<file path="src/rtl/serial_adder_pkg.sv">
// Shared types and constants for the digit-serial adder front end.
package serial_adder_pkg;

  localparam int DIGIT_W = 2;

  typedef enum logic [1:0] {
    IDLE = 2'd0,
    RUN  = 2'd1,
    DONE = 2'd2
  } state_t;

  // Digit counter width: clog2 of the digit count, never narrower than 1 bit.
  function automatic int cnt_w(input int ndig);
    return (ndig > 1) ? $clog2(ndig) : 1;
  endfunction

endpackage

</file>
<file path="src/rtl/serial_adder_2bit_ctrl_add2_slice.sv">
// add2_slice: combinational 2-bit ripple adder built from two full-adder bit cells.
module add2_slice (
  input  logic [1:0] a,
  input  logic [1:0] b,
  input  logic       ci,
  output logic [1:0] s,
  output logic       co
);

  logic w_c1;

  // Bit 0 cell generates the internal carry, bit 1 cell consumes it.
  always_comb begin
    w_c1 = (a[0] & b[0]) | ((a[0] ^ b[0]) & ci);
    s[0] = a[0] ^ b[0] ^ ci;
    s[1] = a[1] ^ b[1] ^ w_c1;
    co   = (a[1] & b[1]) | ((a[1] ^ b[1]) & w_c1);
  end

endmodule

</file>
<file path="src/rtl/serial_adder_2bit_ctrl.sv">
// serial_adder_2bit_ctrl: adds WIDTH-bit operands two bits per cycle through
// one add2_slice, LSB digit first, with valid/ready on both sides.
// Optional macro SERIAL_ADDER_SUB_EN adds a 'sub' input for a - b.
module serial_adder_2bit_ctrl
  import serial_adder_pkg::*;
#(
  parameter int WIDTH = 8
) (
  input  logic             clk,
  input  logic             rst,
  input  logic             in_valid,
  output logic             in_ready,
`ifdef SERIAL_ADDER_SUB_EN
  input  logic             sub,
`endif
  input  logic [WIDTH-1:0] a,
  input  logic [WIDTH-1:0] b,
  input  logic             cin,
  output logic             out_valid,
  input  logic             out_ready,
  output logic [WIDTH-1:0] sum,
  output logic             cout
);

  localparam int NDIG = WIDTH / DIGIT_W;
  localparam int CW   = cnt_w(NDIG);

  state_t           r_state, w_nstate;
  logic [WIDTH-1:0] r_a_sr, r_b_sr, r_sum_sr;
  logic             r_carry;
  logic [CW-1:0]    r_cnt;

  logic [WIDTH-1:0] w_b_in;
  logic             w_cin_in;
  logic [1:0]       w_s;
  logic             w_co;
  logic             w_accept;
  logic             w_last;

`ifdef SERIAL_ADDER_SUB_EN
  // Subtraction is a + ~b + 1; cin is ignored in that mode.
  assign w_b_in   = sub ? ~b : b;
  assign w_cin_in = sub ? 1'b1 : cin;
`else
  assign w_b_in   = b;
  assign w_cin_in = cin;
`endif

  assign w_accept = in_valid && in_ready;
  assign w_last   = (r_cnt == CW'(NDIG - 1));

  add2_slice u_slice (
    .a  (r_a_sr[1:0]),
    .b  (r_b_sr[1:0]),
    .ci (r_carry),
    .s  (w_s),
    .co (w_co)
  );

  // State register.
  always_ff @(posedge clk or posedge rst) begin
    if (rst) r_state <= IDLE;
    else     r_state <= w_nstate;
  end

  // Next-state and handshake outputs; in_ready is held low during reset.
  always_comb begin
    w_nstate  = r_state;
    in_ready  = 1'b0;
    out_valid = 1'b0;
    case (r_state)
      IDLE: begin
        in_ready = !rst;
        if (in_valid && !rst) w_nstate = RUN;
      end
      RUN: begin
        if (w_last) w_nstate = DONE;
      end
      DONE: begin
        out_valid = 1'b1;
        if (out_ready) w_nstate = IDLE;
      end
      default: w_nstate = IDLE;
    endcase
  end

  // Operand/sum shift registers, carry and digit counter.
  always_ff @(posedge clk or posedge rst) begin
    if (rst) begin
      r_a_sr   <= '0;
      r_b_sr   <= '0;
      r_sum_sr <= '0;
      r_carry  <= 1'b0;
      r_cnt    <= '0;
    end else begin
      case (r_state)
        IDLE: begin
          if (w_accept) begin
            r_a_sr  <= a;
            r_b_sr  <= w_b_in;
            r_carry <= w_cin_in;
            r_cnt   <= '0;
          end
        end
        RUN: begin
          // Shift the new digit in from the top; the concat form also covers WIDTH=2.
          r_sum_sr <= WIDTH'({w_s, r_sum_sr} >> DIGIT_W);
          r_a_sr   <= r_a_sr >> DIGIT_W;
          r_b_sr   <= r_b_sr >> DIGIT_W;
          r_carry  <= w_co;
          r_cnt    <= r_cnt + CW'(1);
        end
        default: ;
      endcase
    end
  end

  // Result is only presented while the result is being offered.
  assign sum  = out_valid ? r_sum_sr : '0;
  assign cout = out_valid & r_carry;

endmodule
</file>
<file path="config.mk">
export PLATFORM = sky130hd
export DESIGN_NAME = serial_adder_2bit_ctrl
export DESIGN_NICKNAME = d
export VERILOG_FILES = /design/src/rtl/serial_adder_pkg.sv /design/src/rtl/serial_adder_2bit_ctrl_add2_slice.sv /design/src/rtl/serial_adder_2bit_ctrl.sv
export SDC_FILE = /design/constraint.sdc
export NUM_CORES = 1
export LEC_CHECK = 0
export ABC_AREA = 1
export ABC_CLOCK_PERIOD_IN_PS = 4300
export CAP_MARGIN = 25
export CORE_UTILIZATION = 25
export CTS_BUF_LIST = sky130_fd_sc_hd__clkbuf_8 sky130_fd_sc_hd__clkbuf_16
export CTS_CLUSTER_DIAMETER = 50
export CTS_CLUSTER_SIZE = 28
export DETAILED_ROUTE_END_ITERATION = 12
export DONT_BUFFER_PORTS = 1
export PLACE_DENSITY = 0.49
export SETUP_SLACK_MARGIN = 0.02
export SLEW_MARGIN = 30
export SYNTH_ARGS = -nofsm -noshare
export SYNTH_HDL_FRONTEND = slang
export SYNTH_SLANG_ARGS = --single-unit
export TNS_END_PERCENT = 1
</file>
<file path="constraint.sdc">
create_clock -name clk -period 4.3 [get_ports clk]
set_input_delay 0.86 -clock clk [delete_from_list [all_inputs] [get_ports clk]]
set_output_delay 0.86 -clock clk [all_outputs]
set_load 0.005 [all_outputs]
</file>
==> qor.yml <==
sta:
  max_freq_mhz: 428
  hold_viol: 0
  timing.final.crit_share: 0.543
  fin_skew_ps: 5.34
  tightest_slew_ps: 773
  finalSetupViolations: 0
  fin_hold_ws_ps: 481
  setup_tns_ps: 0
  period_needed_ps: 2330
  finalMaxSlewViolations: 0
  relSlewSlack: 0.485
  grt_setup_unrepaired: "false"
die:
  rows: 28
  die_area_sq_um: 6430
  dieHeight_um: 80.2
  die_w_um: 80.2
  io_pins: 32
  core_sq_um: 5920
  start_util: 0.258
pwr:
  power.leakage_nw: 0.840
  swShare: 0.423
  power_frac_clock: 0.193
  p_switching_uw: 483
  intPower_uw: 660
  p_per_area_nw_per_um2: 706
  power_frac_comb: 0.385
  power_frac_seq: 0.421
  ir_drop_v: 0.000153
place:
  gp_congestion: 0.681
  place_area_sq_um: 1530
  io_buffers: 0
  dp_hpwl_um: 2120
synthesis:
  synth_nets: 217
  synth_edf_count: 0
  syn_avg_cell_area_sq_um: 7.92
  yosys.area.top_type_share: 0.475
  ys_async_sr_fraction: 1.00
  yosysSeqAreaShare: 0.475
  synth_area_leaders: "dfrtp_1 (48%), nand2_1 (16%), nand3_1 (11%)"
  synth.largest_area_cell: "dfrtp_1"
  ys_types: 20
  synth_seq_cells: 29
  synth_common_cells: "nand2_1 (67), nand3_1 (34), dfrtp_1 (29), inv_1 (17), nor2_1 (10)"
  syn_area_sq_um: 1530
  synth_most_common_cell: "nand2_1"
  ys_warn_count: 0
  syn_inst: 193
  synth_ff_type: "dfrtp_1"
worst_setup_path:
  critPathMaxStageDelay_ps: 840
  critPathCaptureType: "output port"
  crit_type: "reg -> out"
  worstReg2RegEnd: "r_a_sr[1]"
  start_kind: "flip-flop"
  required_ps: 3440
  crit_fanout: 20
  crit_family: "flip-flops"
  critPathArrivalTime_ps: 1470
  reg2reg_depth: 4
  r2r_slack_ps: 2220
  worstPathCellList: "nor2_4 > inv_2 > nor2_1"
  r2r_start: "r_state[0]"
  cpMaxStageDelayCell: "dfrtp_1"
  timing.critical_path.buf_inv: 1
clock_tree:
  postCtsHoldBufs: 0
  clock_sinks: 29
  clockBufferDepth: 2
  h-tree-depth: 2
  cts_tree: "done"
  clock_latency_ps: 270
  cts_made_buffers: 5
  root_buffer: "clkbuf_8"
  clkTransAtPathRegs_ps: 60
  cts_setup_buffers: 0
  cts_resized: 0
detailed_routing:
  dr.pass1.iters: 4
  drc: 0
  vias: 1194
  drt_iter0_drc: 71
  wl_per_cell_um: 12.3
  vias_per_cell: 4.52
  wirelength_um: 3250
  detail-route-antenna-nets: 0
layout:
  final_cell_area_sq_um: 1620
  final_util: 0.273
  areaGrowthSynthToFinish_pct: 5.98
  fillers: 648
  drive_gt1_frac: 0.0635
  nets: 213
  diodes: 0
global_route:
  grt_pass1_wl_um: 5380
  overflow: 0
  grt_pass1_vias: 1155
  antenna_found_initial: 0
  grt_max_degree: 52
  grt_usage: 0.112
run_status:
  status: "finished, final reports clean"
hold_path:
  hp-class: "reg -> reg"
  whs_path_depth: 2
  hold_start: "r_sum_sr[6]"
  hold-path-endpoint: "r_sum_sr[6]"
run:
  maxCapViolCount: 0
==> worst max path at each step <==
stage | startpoint | endpoint | slack [ps] | cells past startpoint
floorplan | rst | r_a_sr[3] | 2190 | 6
global placement | rst | r_a_sr[1] | 1800 | 6
detailed placement | rst | r_b_sr[1] | 1770 | 6
CTS | r_state[0] | sum[7] | 1940 | 3
global route | r_state[0] | cout | 1830 | 3
finish | r_state[0] | sum[7] | 1970 | 3
==> sequential cells by signal, summed over array words and instances (netlist names) <==
signal and flops:
r_a_sr 8, r_b_sr 8, r_sum_sr 8, r_cnt 2, r_state 2, r_carry 1
==> worst min-delay path, cell delays in order (launching register included) <==
cell	delay, ps
dfrtp_1	340
nand2_1	50
o21ai_0	50
==> layout by cell type, fill, tap and decap left out <==
cell | netlist | routed
nand4_1 | 4 | 4
nand2_4 | 1 | 1
nor3_1 | 1 | 1
nand2_1 | 67 | 67
o21ai_0 | 9 | 9
nor2_1 | 10 | 10
nand3_1 | 34 | 34
nand3_2 | 1 | 1
buf_4 | 2 | 1
inv_1 | 17 | 18
dfrtp_1 | 29 | 29
nor2_4 | 1 | 1
inv_4 | 1 | 1
inv_2 | 1 | 1
fa_1 | 2 | 2
o22ai_1 | 1 | 1
ha_1 | 1 | 1
clkbuf_8 | 0 | 6
or2_0 | 1 | 1
==> per-stage QoR <==
| stage | total power, mW | setup WS, ps | instances |
|---|---|---|---|
| after floorplan | 0.897 | 2190 | 193 |
| after global placement | 0.933 | 1800 | 257 |
| after detailed placement | 0.939 | 1770 | 257 |
| after CTS | 1.17 | 1940 | 264 |
| after global routing | 1.27 | 1830 | 264 |
| final | 1.14 | 1970 | 264 |
==> power groups by stage <==
stage	registers [mW]	logic (mW)	clock network [mW]
4_1_cts	0.482	0.455	0.230
6_report	0.482	0.441	0.221
2_1_floorplan	0.444	0.453	0
5_1_grt	0.499	0.529	0.242
3_3_place_gp	0.484	0.448	0
3_5_place_dp	0.487	0.452	0
==> kinds of logic after synthesis <==
group                    count (synthesis)  synth area share
flip-flops                              29             0.475
buffers and inverters                   31             0.111
AO/OA/AOI/OAI                           10            0.0336
AND/OR/NAND/NOR                        120             0.346
adder cells (fa/ha/maj)                  3            0.0344
==> area by class of cell <==
type                       instances  area (sq um)  area share
sequential                        29           726       0.448
multi-input combinational        133           632       0.390
tap                               75          93.8      0.0580
clock buffer                       6          82.6      0.0510
inverter                          19          73.8      0.0456
timing repair buffer               1          7.51     0.00464
clock inverter                     1          3.75     0.00232
==> metal layers <==
metal | track usage | wire, um
met4 | 0.0429 | 46
met2 | 0.178 | 1440
met5 | 0 | 0
met1 | 0.127 | 1460
met3 | 0.0568 | 304
No activity file was read; power rests on OpenSTA's default activity.
